===== src/rtl/pipe_hazard_scoreboard.sv =====
// rtl/pipe_hazard_scoreboard.sv - RAW hazard scoreboard resolving ID operands by stall or forward
// Operand forwarding from post-issue stages is built only when SCOREBOARD_FORWARDING_EN is defined.
module pipe_hazard_scoreboard #(
  parameter int WIDTH            = 32,
  parameter int STAGES           = 3,
  parameter int LOAD_READY_STAGE = 1,
  parameter int SELW             = $clog2(STAGES + 1)
) (
  input  logic                    i_clk,
  input  logic                    i_reset,
  input  logic                    i_issue_valid,
  input  logic                    i_issue_wen,
  input  logic [4:0]              i_issue_rd,
  input  logic                    i_issue_is_load,
  input  logic [4:0]              i_id_rs1,
  input  logic [4:0]              i_id_rs2,
  input  logic [WIDTH-1:0]        i_rf_data1,
  input  logic [WIDTH-1:0]        i_rf_data2,
  input  logic [STAGES*WIDTH-1:0] i_stage_data,
  input  logic                    i_flush,
  input  logic                    i_stall_ext,
  output logic                    o_stall,
  output logic [WIDTH-1:0]        o_fwd_data1,
  output logic [WIDTH-1:0]        o_fwd_data2,
  output logic [SELW-1:0]         o_fwd_sel1,
  output logic [SELW-1:0]         o_fwd_sel2,
  output logic [SELW-1:0]         o_busy_count,
  output logic [31:0]             o_stall_cycles
);

  logic [STAGES-1:0] valid_q, valid_d;
  logic [STAGES-1:0] load_q, load_d;
  logic [4:0]        rd_q [STAGES];
  logic [4:0]        rd_d [STAGES];
  logic [31:0]       stall_cycles_q, stall_cycles_d;

  logic [4:0]        src_rs   [2];
  logic [WIDTH-1:0]  src_rf   [2];
  logic [1:0]        src_hit;
  logic [1:0]        src_stall;
  logic [SELW-1:0]   src_sel  [2];
  logic [WIDTH-1:0]  src_data [2];
  logic              issue_accept;
  logic [SELW-1:0]   busy;

  assign src_rs[0] = i_id_rs1;
  assign src_rs[1] = i_id_rs2;
  assign src_rf[0] = i_rf_data1;
  assign src_rf[1] = i_rf_data2;

`ifdef SCOREBOARD_FORWARDING_EN
  logic [1:0]        src_early_load;
  logic [SELW-1:0]   src_hit_sel  [2];
  logic [WIDTH-1:0]  src_hit_data [2];
`else
  logic              unused_fwd_inputs;
  assign unused_fwd_inputs = ^{i_stage_data, load_q, (LOAD_READY_STAGE > 0)};
`endif

  // Scan oldest to youngest so the last hit recorded is the youngest producer.
  always_comb begin
    src_hit = '0;
`ifdef SCOREBOARD_FORWARDING_EN
    src_early_load = '0;
    for (int s = 0; s < 2; s++) begin
      src_hit_sel[s]  = '0;
      src_hit_data[s] = '0;
    end
`endif
    for (int s = 0; s < 2; s++) begin
      for (int k = STAGES - 1; k >= 0; k--) begin
        if (valid_q[k] && (rd_q[k] == src_rs[s]) && (src_rs[s] != 5'd0)) begin
          src_hit[s] = 1'b1;
`ifdef SCOREBOARD_FORWARDING_EN
          src_early_load[s] = load_q[k] && (k < LOAD_READY_STAGE);
          src_hit_sel[s]    = SELW'(k + 1);
          src_hit_data[s]   = i_stage_data[k*WIDTH +: WIDTH];
`endif
        end
      end
    end
  end

  always_comb begin
    for (int s = 0; s < 2; s++) begin
      src_stall[s] = 1'b0;
      src_sel[s]   = '0;
      src_data[s]  = src_rf[s];
`ifdef SCOREBOARD_FORWARDING_EN
      src_stall[s] = src_early_load[s];
      if (src_rs[s] == 5'd0) begin
        src_data[s] = '0;
      end else if (src_hit[s] && !src_early_load[s]) begin
        src_sel[s]  = src_hit_sel[s];
        src_data[s] = src_hit_data[s];
      end
`else
      src_stall[s] = src_hit[s];
`endif
    end
  end

  assign o_stall     = i_issue_valid && !i_flush && (|src_stall);
  assign o_fwd_sel1  = src_sel[0];
  assign o_fwd_sel2  = src_sel[1];
  assign o_fwd_data1 = src_data[0];
  assign o_fwd_data2 = src_data[1];

  // A stalled or flushed instruction enters EX as a bubble; x0 writers are never tracked.
  assign issue_accept = i_issue_valid && i_issue_wen && (i_issue_rd != 5'd0) &&
                        !o_stall && !i_flush;

  always_comb begin
    busy = '0;
    for (int k = 0; k < STAGES; k++) begin
      busy = busy + SELW'(valid_q[k]);
    end
  end

  assign o_busy_count   = busy;
  assign o_stall_cycles = stall_cycles_q;

  always_comb begin
    valid_d        = valid_q;
    load_d         = load_q;
    rd_d           = rd_q;
    stall_cycles_d = stall_cycles_q;
    if (!i_stall_ext) begin
      for (int k = STAGES - 1; k > 0; k--) begin
        valid_d[k] = valid_q[k-1];
        load_d[k]  = load_q[k-1];
        rd_d[k]    = rd_q[k-1];
      end
      valid_d[0] = issue_accept;
      load_d[0]  = i_issue_is_load;
      rd_d[0]    = i_issue_rd;
      if (o_stall && (stall_cycles_q != 32'hFFFF_FFFF)) begin
        stall_cycles_d = stall_cycles_q + 32'd1;
      end
    end
    if (i_reset) begin
      valid_d        = '0;
      load_d         = '0;
      stall_cycles_d = '0;
      for (int k = 0; k < STAGES; k++) begin
        rd_d[k] = 5'd0;
      end
    end
  end

  always_ff @(posedge i_clk) begin
    valid_q        <= valid_d;
    load_q         <= load_d;
    rd_q           <= rd_d;
    stall_cycles_q <= stall_cycles_d;
  end

endmodule


===== config.mk =====
export PLATFORM = sky130hd
export DESIGN_NAME = pipe_hazard_scoreboard
export DESIGN_NICKNAME = d
export VERILOG_FILES = /design/src/rtl/pipe_hazard_scoreboard.sv
export SDC_FILE = /design/constraint.sdc
export NUM_CORES = 1
export LEC_CHECK = 0
export CAP_MARGIN = 30
export CORE_AREA = 2 2 110 112
export DETAILED_ROUTE_END_ITERATION = 8
export DIE_AREA = 0 0 112 114
export PLACE_DENSITY = 0.74
export SKIP_CTS_REPAIR_TIMING = 1
export SYNTH_ARGS = -nofsm -noshare
export SYNTH_HDL_FRONTEND = slang
export SYNTH_SLANG_ARGS = --single-unit
export TNS_END_PERCENT = 1

===== constraint.sdc =====
create_clock -name i_clk -period 3.56 [get_ports i_clk]
set_input_delay 0.712 -clock i_clk [delete_from_list [all_inputs] [get_ports i_clk]]
set_output_delay 0.712 -clock i_clk [all_outputs]
set_load 0.02 [all_outputs]

==> results.ini, run 1 <==
[timing]
final_hold_viol_count=0
slew_headroom=0.4970
hold_slack_ps=515.1
fin_tns_setup_ps=0
rsz0062_at_grt=no
fin_crit_ps=3476
slew_viol_final=0
worst_slew_pin_slew_ps=754.4
period_share=0.9764
setup_viol=0
finalClockSkew_ps=8.219
timing.fmax_ghz=0.2877

[cts]
clockBufferDepth=2
root_buffer=clkbuf_16
clk_latency_ps=290
cts_made_buffers=5
clkSlewWorstSetupHoldPaths_ps=60
htreeDepth=2
cts.sinks=50
cts_tree=yes

[grt]
grt_max_degree=45
grtUsageTotal=0.1228
grt-ovfl-total=0
grt_pass1_wl_um=12860
grt_pass1_vias=2576
grt_antenna_before_repair=0

[critical_path]
crit_chain=clkdlybuf4s50_1 > or4_1 > nor2_1 > or4_1 > o21ai_1 > nor2_1 > nor3b_1 > buf_4 > dlymetal6s2s_1
endpoint_kind=primary output
slowest_stage=or4_1
cp.required_ps=2850
cpPeakStageDelay_ps=590
worstPathArrival_ps=2760
start_kind=input port
cp_max_fo=3
criticalPathCategory=input port to primary output

[final_layout]
seq_area_um2=1001
multi_input_area_um2=1689
drive_gt1_frac=0.1042
area_growth_pct=13.52
layout.cells.non_filler=531
final_area_um2=3741
final_core_util=0.3194
n_fill_cell=1239
n_antenna_cell=0
layout.nets=568

[synthesis]
netlist_instances=388
ys_seq_elements=50
synth.top_cells.by_count=buf_4, dfxtp_1, nor2_1, a21oi_1, mux2i_1
syn_area_um2=3296
post-synth-top-area-cell=dfxtp_1
synthDistinctLibCells=49
async_reset_ff_frac=0
synth_ff_type=dfxtp_1
synth_edf_count=0
ys_seq_area_frac=0.3037
netlist_top_cells_area=dfxtp_1, buf_4, mux2i_1, xnor2_1, nor2_1
synth_top_area_share=0.3037
postSynthAreaPerCell_um2=8.494
yosysMostFrequentCell=buf_4
yosysWarnings=0

[power_and_ir_drop]
power_density_nw_per_um2=328.4
p_int_w=0.0009661
pwr-share-seq=0.468
p_leak_nw=1.347
swShare=0.2137
power_frac_comb=0.085
power_frac_clock=0.446
ir_worst_vdd_mv=0.1806
switchingPower_w=0.0002625

[routing]
wl_per_cell_um=14.80
drc=0
viasPerCell=4.960
postRouteAntennaNets=0
drt_wl_total_um=7858
dr_total_vias=2634
firstDrtPassIters=4
drtIter0Drc=144

[die]
coreArea_um2=11710
fp.dieH_um=114
die_w_um=112
ios=285
start_util=0.2814
rows=40
die_area_um2=12770

[min_path]
min_path_type=flop to flop

[place]
gp_congestion=0.8432
port_buffers=55
postPlaceCellArea_um2=3567
place_inst=524
dpl.hpwl_um=5878

[flow_run]
cap_violations=0

[status]
status=finished, final reports clean

-- final timing paths --
path	from	end	slack, ps	depth (start not counted)
worst max-delay path	i_id_rs1[2]	o_stall	80	9
worst min-delay path	o_stall_cycles[30]	o_stall_cycles[30]	520	2
worst max register to register	o_stall_cycles[6]	o_stall_cycles[21]	840	8
worst min register to register	o_stall_cycles[30]	o_stall_cycles[30]	520	2
-- cells in the final DEF (no fill, tap or decap), types with 2 or more instances in the layout --
| master | instances |
|---|---|
| or3_1 | 14 |
| nor3b_1 | 2 |
| a21oi_1 | 21 |
| mux2_4 | 2 |
| nor4_1 | 4 |
| mux2_2 | 7 |
| and3_1 | 5 |
| nor2b_1 | 8 |
| o31ai_1 | 6 |
| nand2b_1 | 3 |
| inv_1 | 6 |
| nand3_1 | 7 |
| nor3_1 | 2 |
| o21ai_0 | 14 |
| o22ai_1 | 2 |
| dlymetal6s2s_1 | 2 |
| conb_1 | 4 |
| clkdlybuf4s50_1 | 52 |
| mux2i_1 | 18 |
| or4_1 | 9 |
| xor2_1 | 15 |
| buf_4 | 14 |
| nor2_1 | 37 |
| nand2_1 | 15 |
| nand4_1 | 17 |
| dfxtp_1 | 50 |
| xnor2_1 | 16 |
| and2_1 | 3 |
| clkbuf_16 | 5 |
-- routing by layer --
metal  vias up  share of wire  GRT usage
li1       1276              -          -
met1      1240           0.44     0.1558
met2        94           0.45     0.1984
met3        24          0.089    0.03932
met4         0          0.016    0.04146
met5         -              0          0
-- through the flow --
step / setup slack, ps / power, W
CTS: -332.8 / 0.001243
global placement: -315.5 / 0.0006907
global route: 11.07 / 0.001277
floorplan: 664.8 / 0.0007527
detailed placement: -307.4 / 0.0006933
finish: 84.06 / 0.001229
-- power groups by stage --
stage	clock network, W	logic (W)	registers, W
floorplan	0	0.000167	0.000586
detailed placement	0	0.000105	0.000588
CTS	0.000561	0.000106	0.000575
finish	0.000548	0.000105	0.000575
global placement	0	0.000103	0.000588
global route	0.000586	0.000115	0.000576
-- logic make-up after synthesis --
family / Yosys count / share of synthesized area
and+or+nand+nor: 133 / 0.2270
buffers and inverters: 90 / 0.1872
AOI/OAI and AO/OA: 54 / 0.1010
DFF: 50 / 0.3037
xor gates and xnor gates: 31 / 0.08238
muxes: 27 / 0.08770
adders and majority gates: 2 / 0.009871
other: 1 / 0.001138
-- layout make-up --
type                       instances  area share
clock inverter                     1    0.008027
timing repair buffer              70      0.1806
sequential                        50      0.2676
multi-input combinational        251      0.4515
clock buffer                       6     0.03712
inverter                           6    0.006020
tap                              147     0.04916
-- worst max-delay path: cells and delay by family --
kind / cells / cell delay [ps]
AOI/OAI and AO/OA: 1 / 140
and+or+nand+nor: 5 / 1030
buffers and inverters: 3 / 880
-- state kept, by name, indices dropped and copies added (netlist names) --
signal and cells:
rd_q 15, o_stall_cycles 32, valid_q 3
(Power assumes the default switching activity.)
==> run 2: changes to the inputs <==
==> constraint.sdc (replaced) <==
create_clock -name i_clk -period 4.5 [get_ports i_clk]
set_input_delay 0.9 -clock i_clk [delete_from_list [all_inputs] [get_ports i_clk]]
set_output_delay 0.9 -clock i_clk [all_outputs]
set_load 0.02 [all_outputs]
==> results.ini, run 2 (synthesis results as in run 1) <==
[cts]
root_buffer=clkbuf_16
clkSlewWorstSetupHoldPaths_ps=70  ; about the same
htreeDepth=2  ; unchanged
clockBufferDepth=2  ; unchanged
clk_latency_ps=300  ; about the same
cts_tree=yes
cts_made_buffers=5  ; unchanged
cts.sinks=50  ; unchanged

[flow_run]
cap_violations=0  ; unchanged

[power_and_ir_drop]
p_leak_nw=1.263  ; -6.2%
power_density_nw_per_um2=252.2  ; -23%
power_frac_comb=0.088  ; +0.003
power_frac_clock=0.418  ; -0.028
switchingPower_w=0.0002252  ; -14%
swShare=0.2441  ; +0.03045
ir_worst_vdd_mv=0.1371  ; -24%
p_int_w=0.0006973  ; -28%
pwr-share-seq=0.493  ; +0.025
power_w=0.0009225  ; -25%

[timing]
setup_viol=0  ; unchanged
period_share=0.9670
fin_tns_setup_ps=0  ; unchanged
setup_ws_ps=148.3  ; +64.22 ps
finalClockSkew_ps=9.417  ; +1.198 ps
fin_crit_ps=4352
slew_headroom=0.2915  ; -0.2055
final_hold_viol_count=0  ; unchanged
rsz0062_at_grt=no
timing.fmax_ghz=0.2298
hold_slack_ps=507.2  ; -7.874 ps
slew_viol_final=0  ; unchanged
worst_slew_pin_slew_ps=1063  ; +308.2 ps

[final_layout]
most-common-layout-cells=clkdlybuf4s50_1, dfxtp_1, nor2_1
n_antenna_cell=0  ; unchanged
drive_gt1_frac=0.08753  ; -0.01663
area_growth_pct=10.97
final_common_cell=clkdlybuf4s50_1
layout.nets=560  ; -1.4%
largest_reg_flops=32  ; unchanged

[place]
gp_congestion=0.8963  ; +6.3%
dp_slack_ps=101.8  ; +409.2 ps
dpl.hpwl_um=5796  ; -1.4%
port_buffers=55  ; unchanged

[routing]
dr_wl_met3_um=562  ; -19%
route.met2.wl_um=3571  ; +0.20%
routed.top_layer=met4
drtIter0Drc=109  ; -24%
viasPerCell=5.000  ; +0.80%
postRouteAntennaNets=0  ; unchanged
wl_per_cell_um=15.24  ; +3.0%
firstDrtPassIters=4  ; unchanged
drt_wl_total_um=7987  ; +1.6%
drc=0  ; unchanged
met1Wirelength_um=3740  ; +7.9%
dr_total_vias=2620  ; -0.53%

[die]
rows=40  ; unchanged
ios=285  ; unchanged
die_w_um=112  ; unchanged
coreArea_um2=11710  ; unchanged
start_util=0.2814  ; unchanged
fp.dieH_um=114  ; unchanged
die_area_um2=12770  ; unchanged

[critical_path]
rrSetupSlack_ps=1280  ; +440 ps
rr_endpoint=o_stall_cycles[21]
cp-startpoint=i_id_rs1[1]
cp.required_ps=3600  ; +750 ps
endpoint_kind=primary output
worstPathArrival_ps=3450  ; +690 ps
r2r_cells=7  ; -1
cp_max_fo=4  ; +1
endpoint=o_stall
criticalPathCategory=input port to primary output
worstReg2RegStart=o_stall_cycles[6]
start_kind=input port

[status]
status=finished, final reports clean

[grt]
grt_pass1_wl_um=12900  ; +0.33%
grt_antenna_before_repair=0  ; unchanged
grt-ovfl-total=0  ; unchanged
grt_max_degree=63  ; +40%
grt_pass1_vias=2557  ; -0.74%
grtUsageTotal=0.1229  ; about the same

[min_path]
min_path_type=flop to flop

==> run 2: area by class of cell <==
type	count	area (um2)
Sequential cell	50	1001
Clock inverter	3	25.02
Multi-Input combinational cell	251	1689
Clock buffer	5	125.1
Fill cell	1257	8054
Tap cell	147	183.9
Timing Repair Buffer	62	610.6
Inverter	6	22.52
==> run 2: worst min path at each step <==
| stage | startpoint | endpoint | cells after the start |
|---|---|---|---|
| 3_3_place_gp | o_stall_cycles[30] | o_stall_cycles[30] | 2 |
| 3_5_place_dp | o_stall_cycles[4] | o_stall_cycles[4] | 2 |
| 2_1_floorplan | valid_q[0] | valid_q[0] | 2 |
| 6_report | o_stall_cycles[30] | o_stall_cycles[30] | 2 |
| 4_1_cts | o_stall_cycles[4] | o_stall_cycles[4] | 2 |
| 5_1_grt | o_stall_cycles[30] | o_stall_cycles[30] | 2 |
==> run 2: stage by stage <==
stage | util | std cells | cell area (um2)
2_1_floorplan | - | 391 | 3307
3_3_place_gp | 0.2978 | 515 | 3487
3_5_place_dp | 0.2978 | 515 | 3487
4_1_cts | 0.3106 | 523 | 3637
5_1_grt | 0.3123 | 524 | 3657
6_report | 0.3123 | 524 | 3657
==> run 2: routing by layer <==
| metal | up-vias | global-route usage |
|---|---|---|
| li1 | 1260 | - |
| met2 | 88 | 0.1895 |
| met5 | - | 0 |
| met1 | 1251 | 0.1639 |
| met3 | 21 | 0.03932 |
| met4 | 0 | 0.03984 |
==> run 2: worst max-delay path: stages <==
cell and delay, ps:
clkdlybuf4s50_1 600, or4_1 170, nor2_1 70, or4_1 550, o21ai_0 130, nor2_1 90
nor3b_1 280, clkdlybuf4s50_1 670
==> run 2: power groups by stage <==
stage / Combinational (W) / Clock [W] / Sequential, W
6_report: 0.0000815 / 0.000386 / 0.000455
5_1_grt: 0.0000891 / 0.000406 / 0.000456
4_1_cts: 0.0000796 / 0.000393 / 0.000455
3_5_place_dp: 0.0000789 / 0 / 0.000465
3_3_place_gp: 0.0000786 / 0 / 0.000465
2_1_floorplan: 0.000132 / 0 / 0.000463
==> RTL edit 1 (flow settings as in run 1) <==
Set the parameter `STAGES` to 2 (it was 3).
--- a/src/rtl/pipe_hazard_scoreboard.sv
+++ b/src/rtl/pipe_hazard_scoreboard.sv
@@ -2,7 +2,7 @@
 // Operand forwarding from post-issue stages is built only when SCOREBOARD_FORWARDING_EN is defined.
 module pipe_hazard_scoreboard #(
   parameter int WIDTH            = 32,
-  parameter int STAGES           = 3,
+  parameter int STAGES           = 2,
   parameter int LOAD_READY_STAGE = 1,
   parameter int SELW             = $clog2(STAGES + 1)
 ) (
Ports: changed (resized i_stage_data); port bits go from 285 to 253. The function was not compared with the original's and may differ.
==> RTL edit 1 against run 1 <==
Maximum frequency rose by 3.8%; wire length fell by 6.8%; synthesized area fell by 6.8%; synthesized cell count fell by 4.1%; design area fell by 9.2%; sequential cell count fell by 6; global-route usage fell by 1.3 points; power fell by 14%; worst setup slack improved by 130 ps; critical endpoint unchanged; largest power group unchanged; highest routed layer unchanged.
==> RTL edit 1: results (changes against run 1) <==
Critical path
  – Cell family with most CP delay: buffers and inverters
  – R2r endpoint: o_stall_cycles[9]$_SDFFE_PP0P_
  – Worst R2R Start: o_stall_cycles[9]$_SDFFE_PP0P_
  – Critical Path Source: i_id_rs1[3]
  – Crit-path slowest cell: clkdlybuf4s50_1
  – CP max stage delay: 610 ps (+20 ps)
  – Reg2Reg Depth: 6 (-2)
  – Reg-to-reg setup timing slack: 1150 ps (+310 ps)
  – Crit path arrival time: 2640 ps (-120 ps)
  – Critical path capture point: o_stall

Route
  – M1 WL: 3.12 mm (-9.9%)
  – Antenna Nets Post-Route: 0 (unchanged)
  – Vias per inst: 5.08 (+2.4%)
  – Routed len/inst: 14.5 um (-1.8%)
  – WL met3: 494 um (-29%)
  – Met2 WL: 3.60 mm (+1.0%)
  – DR iter-0 viols: 181 (+26%)

Timing
  – Final Skew: 5.19 ps (-3.03 ps)
  – Tmin final: 3350 ps (-128 ps)
  – Worst hold margin: 503 ps (-11.7 ps)
  – Slew Limit Headroom: 37.0% (-13 points)

Layout
  – Ratio of cells with drive above 1 in the final layout: 7.84% (-2.6 points)
  – Number of fillers in the final layout: 1,267 (+2.3%)
  – Final Non-Filler Cells: 504 (-5.1%)
  – Register area: 881 um2 (-12%)
  – Final nets: 508 (-11%)
  – Diodes inserted: 0 (unchanged)

Global route
  – M3 GR Usage: 3.45% (-0.48 points)
  – Gr usage total: 11.0% (-1.3 points)
  – First-pass GRT wire length: 11.6 mm (-9.6%)
  – Number of global-route vias before repair: 2,327 (-9.7%)
  – Largest net degree at the start of global routing: 56 (+24%)
  – Grt met1 use: 12.9% (-2.6 points)
  – GR met2 Demand/Resource: 19.3% (-0.57 points)

Placed design
  – Post-Place Cell Area: 3250 um2 (-8.9%)
  – Routability cong.: 0.909 (+7.8%)
  – Worst slack at placement: 231 ps (+539 ps)
  – Hpwl dp: 5.33 mm (-9.3%)

Min path
  – Worst hold path startpoint: o_stall_cycles[12]$_SDFFE_PP0P_
  – Hold EP: o_stall_cycles[12]$_SDFFE_PP0P_
  – Worst Hold Class: flip-flop to flip-flop

Power
  – LEAKAGE: 1.06 nW (-21%)
  – VDD IR max: 0.140 mV (-22%)

Logic synthesis
  – Seq/Total Area, Yosys: 28.7% (-1.7 points)
  – Area contributors post-synth: dfxtp_1 (29%), buf_4 (17%), xnor2_1 (5.7%)
  – Mapped Cells: 372 (-4.1%)
  – Number of synthesis warnings: 0 (unchanged)
  – Synth cell count leaders: buf_4 (68), dfxtp_1 (44), nor2_1 (31)
  – Synth cell types: 45 (-8.2%)

Outcome
  – Run status: finished, final reports clean
## RTL edit 1: changes by cell type after synthesis, moves of 6 or more
cell	before	now
nor2_1	37	31
dfxtp_1	50	44
mux2i_1	18	12
mux2_2	7	1
o21ai_0	15	3
nand3_1	7	14
nand4_1	17	23
o21ai_1	0	10
xor2_1	15	0
## RTL edit 1: cell families (layout without fill, tap and decap cells)
family,Yosys count,after routing,share of synthesized area [%]
and+or+nand+nor,146,146,27.8
buffers and inverters,88,70,19.9
AOI/OAI and AO/OA,51,51,9.65
DFF,44,44,28.7
xor gates and xnor gates,20,20,5.70
muxes,20,20,7.33
adders and majority gates,2,2,0.815
other,1,4,0.122
## RTL edit 1: area by class of cell
type	count	area share, %
multi-input combinational	243	47.0
sequential	44	25.9
timing repair buffer	60	17.2
tap	147	5.41
clock buffer	8	4.31
inverter	2	0.221
## RTL edit 1: power breakdown
part           total [mW]  internal (mW)  switching [mW]
Clock               0.457          0.280           0.177
Combinational      0.0902         0.0452          0.0450
Sequential          0.506          0.498         0.00787
==> RTL edit 2 (flow settings as in run 1) <==
Without the edit above. Put a register stage on the output `o_busy_count`. The value now appears one clock later. The other outputs are not delayed to match.
--- a/src/rtl/pipe_hazard_scoreboard.sv
+++ b/src/rtl/pipe_hazard_scoreboard.sv
@@ -117,7 +117,9 @@
     end
   end
 
-  assign o_busy_count   = busy;
+  always_ff @(posedge i_clk) begin
+    o_busy_count <= busy;
+  end
   assign o_stall_cycles = stall_cycles_q;
 
   always_comb begin
Behaviour: not the same (Yosys sat finds a counterexample within 4 cycles, from zero or initial values and one cycle with i_reset high).
==> RTL edit 2 against run 1 <==
Sequential cell count grew 2; wire length is 5.3% lower; first-iteration DRC count fell by 20%; worst setup slack got worse by 25 ps; synthesized area down 2.7%; critical endpoint unchanged; design area decreased by 3.3%; register-to-register slack improved by 330 ps; via count is 6.5% lower; non-clock buffer count down 9; worst hold slack worse by 12 ps; power up 4.0%.
==> RTL edit 2: results (changes against run 1) <==
Outcome
  – Run status: finished, final reports clean

Power
  – P_int: 1.01 mW (+4.7%)
  – LEAKAGE: 1.33 nW (-1.3%)

Timing
  – Worst-Margin Slew: 624 ps (-130 ps)
  – Worst hold margin: 503 ps (-12.4 ps)

Logic synthesis
  – Seq/Total Area, Yosys: 32.5% (+2.1 points)
  – Synth Area in XOR/XNOR: 12.8% (+4.6 points)
  – Mapped Avg Cell Area: 8.64 um2 (+1.8%)
  – Synth Area in Adders: 1.01% (+0.027 points)

Critical path
  – Critical Path Source: i_id_rs2[3]
  – Reg-to-reg setup timing slack: 1170 ps (+330 ps)
  – Crit path max fanout: 4 (+1)
  – Worst R2R Start: o_stall_cycles[0]$_SDFFE_PP0P_
  – R2r endpoint: o_stall_cycles[25]$_SDFFE_PP0P_
  – Crit-path slowest cell: clkdlybuf4s50_1
  – Crit path arrival time: 2790 ps (+30 ps)

Global route
  – Number of global-route vias before repair: 2,532 (-1.7%)
  – Grt met1 use: 15.2% (-0.35 points)
  – Largest net degree at the start of global routing: 38 (-16%)

Layout
  – Ratio of cells with drive above 1 in the final layout: 7.44% (-3.0 points)
  – Final Non-Filler Cells: 510 (-4.0%)

Route
  – M1 WL: 3.37 mm (-2.7%)
  – Met2 WL: 3.27 mm (-8.3%)
  – Vias per inst: 4.83 (-2.6%)
  – Routed len/inst: 14.6 um (-1.4%)
  – DR iter-0 viols: 115 (-20%)
  – WL met3: 665 um (-4.7%)

Placed design
  – Post-Place Cell Area: 3430 um2 (-3.9%)
  – Routability cong.: 0.861 (+2.1%)
RTL edit 2: cell types whose count changed after synthesis, moves of 5 or more:
cell            run 1  this run
nand3_1             7        18
o21ai_0            15         9
nor2_1             37        44
or3_1              14         8
mux2_2              7         1
a21oi_1            21        12
xnor2_1            16        24
xor2_1             15        23
nor2b_1             8         3
and3_1              5        12
nand4_1            17        11
RTL edit 2: power by group through the flow:
stage | registers [mW] | logic [mW] | clock network (mW)
2_1_floorplan | 0.610 | 0.167 | 0
4_1_cts | 0.599 | 0.103 | 0.588
3_3_place_gp | 0.612 | 0.101 | 0
6_report | 0.598 | 0.103 | 0.576
5_1_grt | 0.599 | 0.112 | 0.612
3_5_place_dp | 0.612 | 0.102 | 0
RTL edit 2: stage by stage:
stage	power, mW	TNS, ps	utilization (%)
after floorplan	0.777	0	-
after global placement	0.712	0	29.3
after detailed placement	0.714	0	29.3
after CTS	1.29	0	30.8
after global routing	1.32	-0.0775	30.9
final	1.28	0	30.9
RTL edit 2: how the worst max path moves through the flow:
| stage | to | slack [ps] | cells after the start |
|---|---|---|---|
| after floorplan | o_stall | 770 | 6 |
| after global placement | o_stall | 70 | 6 |
| after detailed placement | o_stall | 60 | 8 |
| after CTS | o_stall | 60 | 8 |
| after global routing | o_stall | -0.08 | 7 |
| final | o_stall | 60 | 8 |
RTL edit 2: cell type report:
| cell class | instances | area, um2 |
|---|---|---|
| clock buffers | 7 | 153 |
| clock inverters | 1 | 30.0 |
| well taps | 147 | 184 |
| fillers | 1239 | 8090 |
| multi-input cells | 237 | 1590 |
| inverters | 5 | 18.8 |
| flip-flops and latches | 52 | 1040 |
| repair buffers | 61 | 598 |
